File: config.mk
export PLATFORM = sky130hd
export DESIGN_NAME = qout_fifo_capture_flat
export DESIGN_NICKNAME = d
export VERILOG_FILES = /design/src/rtl/qout_pkg.sv /design/src/rtl/qout_fifo_capture_if.sv /design/src/rtl/qout_sync_fifo.sv /design/src/rtl/qout_fifo_capture.sv /design/src/flat_wrapper.sv
export SDC_FILE = /design/constraint.sdc
export NUM_CORES = 1
export LEC_CHECK = 0
export ABC_AREA = 1
export CORE_MARGIN = 2
export CORE_UTILIZATION = 52
export CTS_CLUSTER_DIAMETER = 50
export DETAILED_ROUTE_END_ITERATION = 8
export PLACE_DENSITY_LB_ADDON = 0.2
export RECOVER_POWER = 100
export SKIP_CTS_REPAIR_TIMING = 1
export SYNTH_ARGS = -nofsm -noshare
export SYNTH_HDL_FRONTEND = slang
export SYNTH_SLANG_ARGS = --single-unit
File: constraint.sdc
create_clock -name clk -period 2.4 [get_ports clk]
set_input_delay 0.48 -clock clk [delete_from_list [all_inputs] [get_ports clk]]
set_output_delay 0.48 -clock clk [all_outputs]
set_load 0.02 [all_outputs]
File: src/rtl/qout_pkg.sv
// Shared types and defaults for the conversion-result capture FIFO.
package qout_pkg;

    typedef enum logic [0:0] {
        IDLE  = 1'b0,
        ARMED = 1'b1
    } qout_state_t;

    localparam int QOUT_W_DEFAULT = 6;

endpackage

File: src/rtl/qout_fifo_capture_if.sv
// Capture/readout bundle between the converter core, the capture block and the readout logic.
interface qout_fifo_capture_if #(
    parameter int W     = 6,
    parameter int DEPTH = 4
);
    localparam int LW = $clog2(DEPTH) + 1;

    logic          sample;
    logic          rs;
    logic [W-1:0]  r;
    logic          clear;
    logic [W-1:0]  q;
    logic          q_valid;
    logic          q_ready;
    logic [LW-1:0] level;
    logic          armed;
    logic          overflow;
    logic          stray;

    // Driver side: converter core plus readout consumer.
    modport master (
        output sample, rs, r, clear, q_ready,
        input  q, q_valid, level, armed, overflow, stray
    );

    // Capture block side.
    modport slave (
        input  sample, rs, r, clear, q_ready,
        output q, q_valid, level, armed, overflow, stray
    );
endinterface

File: src/rtl/qout_sync_fifo.sv
// Show-ahead synchronous FIFO. Pointers carry one extra MSB so full and empty differ.
module qout_sync_fifo #(
    parameter int W     = 6,
    parameter int DEPTH = 4
) (
    input  logic                     clk,
    input  logic                     rst,
    input  logic                     clear_i,
    input  logic                     push_i,
    input  logic [W-1:0]             data_i,
    input  logic                     pop_i,
    output logic [W-1:0]             q_o,
    output logic [$clog2(DEPTH):0]   level_o,
    output logic                     full_o,
    output logic                     empty_o
);
    localparam int AW = $clog2(DEPTH);

    logic [W-1:0] mem_q [DEPTH];
    logic [AW:0]  wptr_q, wptr_d;
    logic [AW:0]  rptr_q, rptr_d;
    logic         do_push, do_pop;

    assign level_o = wptr_q - rptr_q;
    assign empty_o = (wptr_q == rptr_q);
    assign full_o  = (level_o == (AW+1)'(DEPTH));

    // Popping an empty FIFO does nothing; a full FIFO takes a push only alongside a pop.
    assign do_pop  = pop_i & ~empty_o & ~clear_i;
    assign do_push = push_i & (~full_o | do_pop) & ~clear_i;

    assign q_o = empty_o ? '0 : mem_q[rptr_q[AW-1:0]];

    // Pointer next state; clear snaps both pointers back to zero.
    always_comb begin
        wptr_d = wptr_q;
        rptr_d = rptr_q;
        if (clear_i) begin
            wptr_d = '0;
            rptr_d = '0;
        end else begin
            if (do_push) wptr_d = wptr_q + 1'b1;
            if (do_pop)  rptr_d = rptr_q + 1'b1;
        end
    end

    // Pointer registers.
    always_ff @(posedge clk or negedge rst) begin
        if (!rst) begin
            wptr_q <= '0;
            rptr_q <= '0;
        end else begin
            wptr_q <= wptr_d;
            rptr_q <= rptr_d;
        end
    end

    // Storage needs no reset: the head is gated to zero while empty.
    always_ff @(posedge clk) begin
        if (do_push) mem_q[wptr_q[AW-1:0]] <= data_i;
    end
endmodule

File: src/rtl/qout_fifo_capture.sv
// Arm-then-strobe capture of conversion results into a small readout FIFO.
module qout_fifo_capture
    import qout_pkg::*;
#(
    parameter int           W        = QOUT_W_DEFAULT,
    parameter int           DEPTH    = 4,
    parameter logic [W-1:0] INV_MASK = {{(W-1){1'b0}}, 1'b1}
) (
    input  logic                clk,
    input  logic                rst,
    qout_fifo_capture_if.slave  bus
);
    localparam logic [0:0] S_IDLE  = IDLE;
    localparam logic [0:0] S_ARMED = ARMED;

    logic [0:0] state_q, state_d;
    logic       overflow_q, overflow_d;
    logic       stray_q, stray_d;
    logic       push_req, pop_req, drop, stray_ev, full, empty;

    // sample beats rs in the same cycle, so rs only counts without sample.
    assign push_req = bus.rs & ~bus.sample & (state_q == S_ARMED);
    assign stray_ev = bus.rs & ~bus.sample & (state_q == S_IDLE);
    assign pop_req  = bus.q_valid & bus.q_ready;
    assign drop     = push_req & full & ~pop_req;

    // Arm FSM: sample (re)arms, an accepted strobe disarms.
    always_comb begin
        state_d = state_q;
        if (bus.sample)    state_d = S_ARMED;
        else if (push_req) state_d = S_IDLE;
    end

    // Sticky error flags; clear wins over any new event.
    always_comb begin
        overflow_d = overflow_q;
        stray_d    = stray_q;
        if (bus.clear) begin
            overflow_d = 1'b0;
            stray_d    = 1'b0;
        end else begin
            if (drop)     overflow_d = 1'b1;
            if (stray_ev) stray_d    = 1'b1;
        end
    end

    // State and flag registers.
    always_ff @(posedge clk or negedge rst) begin
        if (!rst) begin
            state_q    <= S_IDLE;
            overflow_q <= 1'b0;
            stray_q    <= 1'b0;
        end else begin
            state_q    <= state_d;
            overflow_q <= overflow_d;
            stray_q    <= stray_d;
        end
    end

    qout_sync_fifo #(.W(W), .DEPTH(DEPTH)) u_fifo (
        .clk     (clk),
        .rst     (rst),
        .clear_i (bus.clear),
        .push_i  (push_req),
        .data_i  (bus.r ^ INV_MASK),
        .pop_i   (pop_req),
        .q_o     (bus.q),
        .level_o (bus.level),
        .full_o  (full),
        .empty_o (empty)
    );

    assign bus.q_valid  = ~empty;
    assign bus.armed    = (state_q == S_ARMED);
    assign bus.overflow = overflow_q;
    assign bus.stray    = stray_q;
endmodule
File: src/flat_wrapper.sv
// flat-port wrapper written by rule: the top's interface ports become plain ports
module qout_fifo_capture_flat import qout_pkg::*;
#(
    parameter int           W        = QOUT_W_DEFAULT,
    parameter int           DEPTH    = 4,
    parameter logic [W-1:0] INV_MASK = {{(W-1){1'b0}}, 1'b1}
)
  (clk, rst, bus_sample, bus_rs, bus_r, bus_clear, bus_q_ready, bus_q, bus_q_valid, bus_level, bus_armed, bus_overflow, bus_stray);
  qout_fifo_capture_if #(.W(W), .DEPTH(DEPTH)) bus_i ();
  input  logic clk;
  input  logic rst;
  input wire logic [$bits(bus_i.sample)-1:0] bus_sample;
  input wire logic [$bits(bus_i.rs)-1:0] bus_rs;
  input wire logic [$bits(bus_i.r)-1:0] bus_r;
  input wire logic [$bits(bus_i.clear)-1:0] bus_clear;
  input wire logic [$bits(bus_i.q_ready)-1:0] bus_q_ready;
  output wire logic [$bits(bus_i.q)-1:0] bus_q;
  output wire logic [$bits(bus_i.q_valid)-1:0] bus_q_valid;
  output wire logic [$bits(bus_i.level)-1:0] bus_level;
  output wire logic [$bits(bus_i.armed)-1:0] bus_armed;
  output wire logic [$bits(bus_i.overflow)-1:0] bus_overflow;
  output wire logic [$bits(bus_i.stray)-1:0] bus_stray;
  assign bus_i.sample = bus_sample;
  assign bus_i.rs = bus_rs;
  assign bus_i.r = bus_r;
  assign bus_i.clear = bus_clear;
  assign bus_i.q_ready = bus_q_ready;
  assign bus_q = bus_i.q;
  assign bus_q_valid = bus_i.q_valid;
  assign bus_level = bus_i.level;
  assign bus_armed = bus_i.armed;
  assign bus_overflow = bus_i.overflow;
  assign bus_stray = bus_i.stray;
  qout_fifo_capture #(.W(W), .DEPTH(DEPTH), .INV_MASK(INV_MASK)) u_core (.clk(clk), .rst(rst), .bus(bus_i));
endmodule
# After elaboration in Yosys (flattened, before gate mapping)
# Memories as Yosys holds them, arrays and structs flattened.
# Index checks and enable logic that the tools add are counted.
dict set report classes {
  addsub 3
  n_eq_ne 2
  mux 13
  n_bitwise 18
  reduce_logical 5
}
# cell count
set op_table {}
lappend op_table {{3-bit two-way mux} 4}
lappend op_table {{1-bit bitwise AND} 10}
lappend op_table {{2-bit nonzero test} 5}
lappend op_table {{1-bit two-way mux} 8}
lappend op_table {{1-bit inverter} 7}
lappend op_table {{3-bit by 1-bit adder with 3-bit output (second input constant)} 2}
lappend op_table {{6-bit two-way mux} 1}
lappend op_table {{3-bit == test} 1}
lappend op_table {{3-bit == test (second input constant)} 1}
lappend op_table {{3-bit subtractor} 1}
lappend op_table {{1-bit bitwise OR} 1}
dict set report word_totals {
  ff_bits 9
  mem_bits_rw 24
  input_bits 12
  output_inout_bits 13
  word_cells 47
  mem_count 1
}
# name words width rd rd_clocked_by_memory_dff wr line
set memory_table {}
lappend memory_table {u_core.u_fifo.mem_q 4 6 1 0 1 qout_sync_fifo.sv:19} ;# logic [W-1:0] mem_q [DEPTH];

# Depth between registers and ports, before layout
# Gate-level depths: netlist of the first run.
dict set report depth {
  depth_word 10
  ltp_mapped 11
}

# Hierarchy
# From an unflattened synthesis of the first run, not the netlist that was laid out.
dict set report hier_totals {
  hier_cells 157
  area_unflattened_um2 1612.8
}
# module n_inst cells_each area_each_um2
set modules_own_cells {}
lappend modules_own_cells {qout_sync_fifo 1 138 1470.2}
lappend modules_own_cells {qout_fifo_capture 1 19 142.6}

# Least setup slack after synthesis of the first run
# No wires, ideal clock.
dict set report synth_timing {
  path_kind {reg2reg}
  from {register u_core.u_fifo.rptr_q[1]}
  to {memory u_core.u_fifo.mem_q[0][0], enable pin}
  setup_time_ns 0.350
  arrival_time_ns 1.854
  t_required_ns 2.050
  setup_slack_ns 0.196
  path_stages_with_launch 9
  n_path_buf 0
  period_less_slack_ns 2.204
  path_cell_list {dfrtp_1 clkinv_1 ha_1 nand2_1 nand3b_2 nand3_2 nand2_4 nand3_2 nor2_1}
}
dict set report synth_between {
  elab_chain_cells 10
}
# element line
set synth_rtl {}
lappend synth_rtl {{start: declaration} qout_sync_fifo.sv:21} ;# logic [AW:0] rptr_q, rptr_d;
lappend synth_rtl {{start signal: assignment} qout_sync_fifo.sv:54} ;# rptr_q <= rptr_d;
lappend synth_rtl {{3-bit == test (*)} qout_sync_fifo.sv:25} ;# assign empty_o = (wptr_q == rptr_q);
lappend synth_rtl {{1-bit inverter (*)} qout_fifo_capture.sv:73} ;# assign bus.q_valid = ~empty;
lappend synth_rtl {{net bus_q_valid} flat_wrapper.sv:18} ;# output wire logic [$bits(bus_i.q_valid)-1:0] bus_q_valid;
lappend synth_rtl {{1-bit bitwise AND} qout_fifo_capture.sv:24} ;# assign pop_req = bus.q_valid & bus.q_ready;
lappend synth_rtl {{1-bit bitwise AND (*) (2 in a row)} qout_sync_fifo.sv:29} ;# assign do_pop = pop_i & ~empty_o & ~clear_i;
lappend synth_rtl {{1-bit bitwise OR (*)} qout_sync_fifo.sv:30} ;# assign do_push = push_i & (~full_o | do_pop) & ~clear_i;
lappend synth_rtl {{1-bit bitwise AND (*) (2 in a row)} qout_sync_fifo.sv:30}
lappend synth_rtl {{1-bit two-way mux (*)} qout_sync_fifo.sv:60} ;# if (do_push) mem_q[wptr_q[AW-1:0]] <= data_i;
lappend synth_rtl {{1-bit two-way mux (not written as such) (*)} qout_sync_fifo.sv:60}
lappend synth_rtl {{end: declaration} qout_sync_fifo.sv:19}
# The timed path passes the listed nets; every way through them passes the cells marked *.

# Worst setup path in the final report of the first run
dict set report layout_timing {
  from {register u_core.u_fifo.wptr_q[0]}
  to {output port bus_q[2]}
}
dict set report layout_between {
  elab_chain_cells 2
}
# element line
set layout_rtl {}
lappend layout_rtl {{start: declaration} qout_sync_fifo.sv:20} ;# logic [AW:0] wptr_q, wptr_d;
lappend layout_rtl {{start signal: assignment} qout_sync_fifo.sv:53} ;# wptr_q <= wptr_d;
lappend layout_rtl {{3-bit == test} qout_sync_fifo.sv:25}
lappend layout_rtl {{6-bit two-way mux} qout_sync_fifo.sv:32} ;# assign q_o = empty_o ? '0 : mem_q[rptr_q[AW-1:0]];
lappend layout_rtl {{end: declaration} flat_wrapper.sv:17} ;# output wire logic [$bits(bus_i.q)-1:0] bus_q;
# Every way passes these cells.

==> out/qor.yml, run 1 <==
run_status:
  outcome: "finished with violations"
  violations: "design-rule violations"
sta:
  fmax_ghz: 0.438
  max_slew.worst_pin.slew_ns: 0.455
  setup_violations: 0
  fin_skew_ns: 0.0163
  maxSlewViolCount: 0
  period_needed_ns: 2.28
  setup_slack_ns: 0.115
  slew-limit-headroom_pct: 69.6
  setup-tns-final_ns: 0
  min_period_over_period_pct: 95.2
  hold_viol_final: 0
yosys:
  syn_area_per_cell_sq_um: 10.4
  synth_seq_cells: 33
  synth_area_leaders: "edfxtp_1, dfrtp_1, nor2_1"
  syn-num-nets: 171
  syn_inst: 151
  synth_area_sq_um: 1570
  seq_area_frac_synth_pct: 60.2
  synth_top_area_cell: "edfxtp_1"
  synth_warnings: 0
  ys_types: 22
  yosysTopAreaCellShare_pct: 45.9
worst_setup_path:
  critical_path_class: "register to output port"
  cp_cell_sequence: "inv_1, ha_1, nand2_1, nand3b_2, inv_4, a21oi_1, clkbuf_1"
  slowest_delay_ns: 0.37
  slowest_stage: "dfrtp_1"
  cp_max_fo: 6
  worstPathRequired_ns: 1.92
  cp-end-kind: "output port"
  cp-start-kind: "register"
  worstPathArrival_ns: 1.80
min_path:
  hp-class: "register to register"
clock_network:
  cts_num_sinks: 33
  cts_max_level: 2
  numCtsBuffers: 5
  path_clk_slew_ns: 0.10
  tritoncts: "yes"
  clock_path_buffers: 2
  worst_skew_pair.late_latency_ns: 0.34
  clockRootBuffer: "clkbuf_4"
cells_and_area:
  drive_above_1_share_pct: 14.0
  nets: 212
  n_antenna_cell: 0
  nFillCells: 237
  area_growth_pct: 22.9
  design_area_sq_um: 1930
  final_cell_mix: "nor2_1, edfxtp_1, inv_1, o21ai_0, nand2_1"
  final_common_cell: "nor2_1"
grt:
  grt_max_degree: 17
  grt_util_all_layers_pct: 21.2
  grt_pass1_wl_um: 5220
  gr-total-overflow: 0
  grt_pass1_vias: 1159
  antenna_found_initial: 0
route:
  detail_route.wl_per_cell_um: 14.4
  drt_first_pass_iters: 6
  vias_per_cell: 5.25
  drt_iter0_markers: 61
  finalWirelength_um: 3220
  drc: 4
  vias: 1176
  final_antenna_net_count: 0
placement:
  gp_congestion: 0.815
  place_ws_ns: 0.0833
  place_area_sq_um: 1920
  numPortBuffers: 24
  place_hpwl_um: 2340
floorplanning:
  die_h_um: 59.0
  start_util_pct: 56.0
  dieArea_sq_um: 3480
  rows: 19
  die_w_um: 59.0
  core_sq_um: 2810
  io_pins: 25
job:
  drv_cap: 0
power:
  power_leakage_nw: 0.882
  power_w: 0.00191
  powerDensity_nw_per_um2: 990
  ir_drop_v: 0.000590
==> layer usage <==
metal	GRT usage [%]	vias to the layer above	wire [um]
met5	0	-	0
met4	9.09	0	37
met3	5.90	5	185
met2	35.6	31	1630
met1	25.7	551	1360
li1	-	589	-
==> power breakdown <==
part / internal [W] / switching (W) / leakage [nW]
clock: 0.000111 / 0.000180 / 0.0320
combinational: 0.000351 / 0.000607 / 0.513
sequential: 0.000644 / 0.0000172 / 0.337
total: 0.00111 / 0.000805 / 0.882
==> path summary, 6_finish.rpt <==
check,startpoint,to,slack (ns),depth (start not counted)
worst max-delay path,u_core.u_fifo.wptr_q[0],bus_q[2],0.12,7
worst min register to register,u_core.bus.overflow,u_core.bus.overflow,0.49,2
worst max register to register,u_core.u_fifo.wptr_q[0],u_core.u_fifo.mem_q[0][0],0.17,9
max in group asynchronous,rst,u_core.bus.armed,1.56,1
worst min-delay path,u_core.bus.overflow,u_core.bus.overflow,0.49,2
min in group asynchronous,rst,u_core.bus.stray,0.51,1
==> flip-flops by register name (all words and copies together), names as in the netlist <==
register / cells
u_core.bus.armed: 1
u_core.bus.overflow: 1
u_core.bus.stray: 1
u_core.u_fifo.mem_q: 24
u_core.u_fifo.rptr_q: 3
u_core.u_fifo.wptr_q: 3
==> metrics by stage <==
step	util [%]	hold WS, ns	cells
floorplan	-	0.184	151
global placement	68.5	0.468	215
detailed placement	68.5	0.472	215
CTS	70.3	0.438	223
global route	68.8	0.514	224
finish	68.8	0.486	224
==> Yosys cell counts, drive strengths merged <==
cell     n
ha       7
dfrtp    9
buf      2
nand2   17
clkbuf   1
nand3b   1
edfxtp  24
nor2    31
o21ai   17
o21a     1
a21oi    7
xor2     1
fa       1
nand4    3
clkinv   1
nand3   10
inv     18
==> area by class of cell <==
cell class	count	area, sq um	area share (%)
inverter	19	73.8	3.82
multi-input combinational	96	522	27.0
timing repair buffer	37	299	15.5
tap	31	38.8	2.01
sequential	33	946	49.0
clock inverter	2	10.0	0.518
clock buffer	6	41.3	2.14
==> cell families after synthesis <==
group           share of synthesized area (%)
xor+xnor                                0.557
buf+inv                                  5.81
fa+ha+maj                                6.85
compound gates                           8.12
simple gates                             18.5
flops                                    60.2
==> critical path, delay by kind of cell, from the launching register on <==
family                     cells  cell delay [ns]
adders and majority gates      1             0.33
and+or+nand+nor                2             0.23
AOI/OAI and AO/OA              1             0.14
buffers and inverters          3             0.40
DFF                            1             0.37
Note: power is estimated with default switching activity, not from simulation.
==> inputs of run 2 (changes only) <==
Settings changed: CORE_UTILIZATION 52 to 55, CTS_BUF_LIST from default to sky130_fd_sc_hd__clkbuf_2.
==> run 2 against run 1 <==
Against the previous run: the run now ends clean; clock power rose by 25%; core utilization is 2.9 points higher; maximum frequency down 0.85%; count of clock-buffer cells in the layout unchanged; via count decreased by 0.77%; register-to-register slack gained 0.04 ns; combinational power is 4% higher; total power is 6.4% higher; highest routed layer unchanged.
==> out/qor.yml, run 2 (synthesis results as in run 1) <==
worst_setup_path:
  path_buf_inv: 2  # -1
  r2r_slack_ns: 0.21  # +0.04 ns
  critical_path_class: "register to output port"
  worstPathRequired_ns: 1.92  # about the same
  cp-start-kind: "register"
  r2r_cells: 8  # -1
  crit_family: "flip-flops"
  r2r_end: "u_core.u_fifo.mem_q[3][0]"
  worstPathArrival_ns: 1.82  # +0.02 ns
  slowest_delay_ns: 0.44  # +0.07 ns
  reg2reg_from: "u_core.u_fifo.rptr_q[0]"
  cp-end-kind: "output port"
  cp_cell_sequence: "ha_1, nand2_1, nand3b_2, buf_4, dlymetal6s2s_1"
  cp_max_fo: 4  # -2
  slowest_stage: "dfrtp_1"
clock_network:
  cts_num_sinks: 33  # unchanged
  numCtsBuffers: 5  # unchanged
  clockRootBuffer: "clkbuf_2"
  clock_path_buffers: 2  # unchanged
  cts_max_level: 2  # unchanged
  worst_skew_pair.late_latency_ns: 0.38  # +0.04 ns
  tritoncts: "yes"
  path_clk_slew_ns: 0.16  # +0.06 ns
placement:
  place_ws_ns: 0.0702  # -0.0131 ns
  numPortBuffers: 24  # unchanged
  place_area_sq_um: 1930  # +0.39%
  gp_congestion: 0.868  # +6.5%
  placed_cells: 216  # +0.47%
  place_hpwl_um: 2270  # -3.0%
cells_and_area:
  register_area_sq_um: 947  # +0.13%
  nets: 212  # unchanged
  final_common_cell: "nor2_1"
  nFillCells: 205  # -14%
  area_growth_pct: 24.8
  design_area_sq_um: 1960  # +1.6%
  multiInputGateArea_sq_um: 524  # +0.48%
  largest_reg_flops: 24  # unchanged
  drive_above_1_share_pct: 18.1  # +4.1 points
  layout.cells.non_filler: 224  # unchanged
  n_antenna_cell: 0  # unchanged
  final_cell_mix: "nor2_1, edfxtp_1, inv_1, o21ai_0, clkbuf_2"
power:
  power_w: 0.00203  # +6.4%
  ir_drop_v: 0.000790  # +34%
  powerDensity_nw_per_um2: 1040  # +4.8%
  power_leakage_nw: 0.902  # +2.2%
floorplanning:
  die_w_um: 57.5  # -2.6%
  die_h_um: 57.5  # -2.6%
  dieArea_sq_um: 3300  # -5.1%
  rows: 19  # unchanged
  start_util_pct: 57.5  # +1.5 points
  core_sq_um: 2730  # -2.5%
  io_pins: 25  # unchanged
grt:
  gr-total-overflow: 0  # unchanged
  antenna_found_initial: 0  # unchanged
  grt_pass1_vias: 1149  # -0.86%
  grt_max_degree: 17  # unchanged
  grt_pass1_wl_um: 5330  # +2.2%
  grt_util_all_layers_pct: 22.1  # +0.89 points
sta:
  setup_slack_ns: 0.0955  # -0.0195 ns
  min_period_over_period_pct: 96.0  # +0.81 points
  hold-worst-slack_ns: 0.448  # -0.0386 ns
  period_needed_ns: 2.30  # +0.0195 ns
  maxSlewViolCount: 0  # unchanged
  fin_skew_ns: 0.00665  # -0.00963 ns
  setup_violations: 0  # unchanged
  hold_viol_final: 0  # unchanged
  rsz0062_at_grt: "true"
  fmax_ghz: 0.434  # -0.85%
  slew-limit-headroom_pct: 71.4  # +1.8 points
  max_slew.worst_pin.slew_ns: 0.428  # -0.0274 ns
route:
  vias: 1167  # -0.77%
  detail_route.wl_per_cell_um: 14.0  # -2.7%
  vias_per_cell: 5.21  # -0.77%
  drt_first_pass_iters: 4  # -2
  final_antenna_net_count: 0  # unchanged
  drc: 0  # -4
  finalWirelength_um: 3130  # -2.7%
  drt_iter0_markers: 59  # -3.3%
min_path:
  hp-class: "input port to asynchronous set/reset pin"
run_status:
  outcome: "finished, final reports clean"
job:
  drv_cap: 0  # unchanged
==> run 2: cell count changes in the layout (fill, tap and decap cells not counted), moves of 2 or more <==
cell,before,now
clkbuf_1,6,0
clkbuf_2,5,16
clkbuf_4,5,0
clkinv_2,2,0
==> run 2: cell type report <==
class	count	area share (%)
clock buffers	6	1.53
flip-flops and latches	33	48.3
multi-input cells	96	26.7
clock inverters	2	1.72
inverters	19	3.96
repair buffers	37	15.8
well taps	31	1.98
==> run 2: power by group <==
| group | internal, W | total, W | switching (W) |
|---|---|---|---|
| Combinational | 0.000394 | 0.00100 | 0.000610 |
| Sequential | 0.000644 | 0.000665 | 0.0000211 |
| Clock | 0.000178 | 0.000365 | 0.000187 |
| Total | 0.00122 | 0.00203 | 0.000818 |
==> run 2: metal layers <==
metal | track usage [%] | up-vias | part of all wire, % | wire, um
met5 | 0 | - | 0 | 0
met4 | 9.97 | 0 | 1.6 | 51
met3 | 4.99 | 6 | 5.0 | 155
met2 | 31.8 | 31 | 46 | 1430
met1 | 32.2 | 539 | 48 | 1490
li1 | - | 591 | - | -
==> run 2: through the flow <==
step / TNS, ns / util (%)
6_report: 0 / 71.7
5_1_grt: -0.0422 / 71.7
4_1_cts: -2.70 / 72.9
3_5_place_dp: 0 / 70.5
3_3_place_gp: 0 / 70.5
2_1_floorplan: 0 / -
==> run 2: worst max path at each step <==
stage | from | slack [ns] | depth (start not counted) | end
floorplan | u_core.u_fifo.rptr_q[1] | 0.20 | 8 | u_core.u_fifo.mem_q[0][0]
global placement | u_core.u_fifo.wptr_q[1] | 0.12 | 6 | bus_level[2]
detailed placement | u_core.u_fifo.wptr_q[1] | 0.07 | 6 | bus_level[2]
CTS | u_core.u_fifo.wptr_q[1] | -0.35 | 6 | bus_level[2]
global route | u_core.u_fifo.rptr_q[1] | -0.04 | 7 | bus_q[3]
finish | u_core.u_fifo.rptr_q[0] | 0.1 | 5 | bus_q_valid
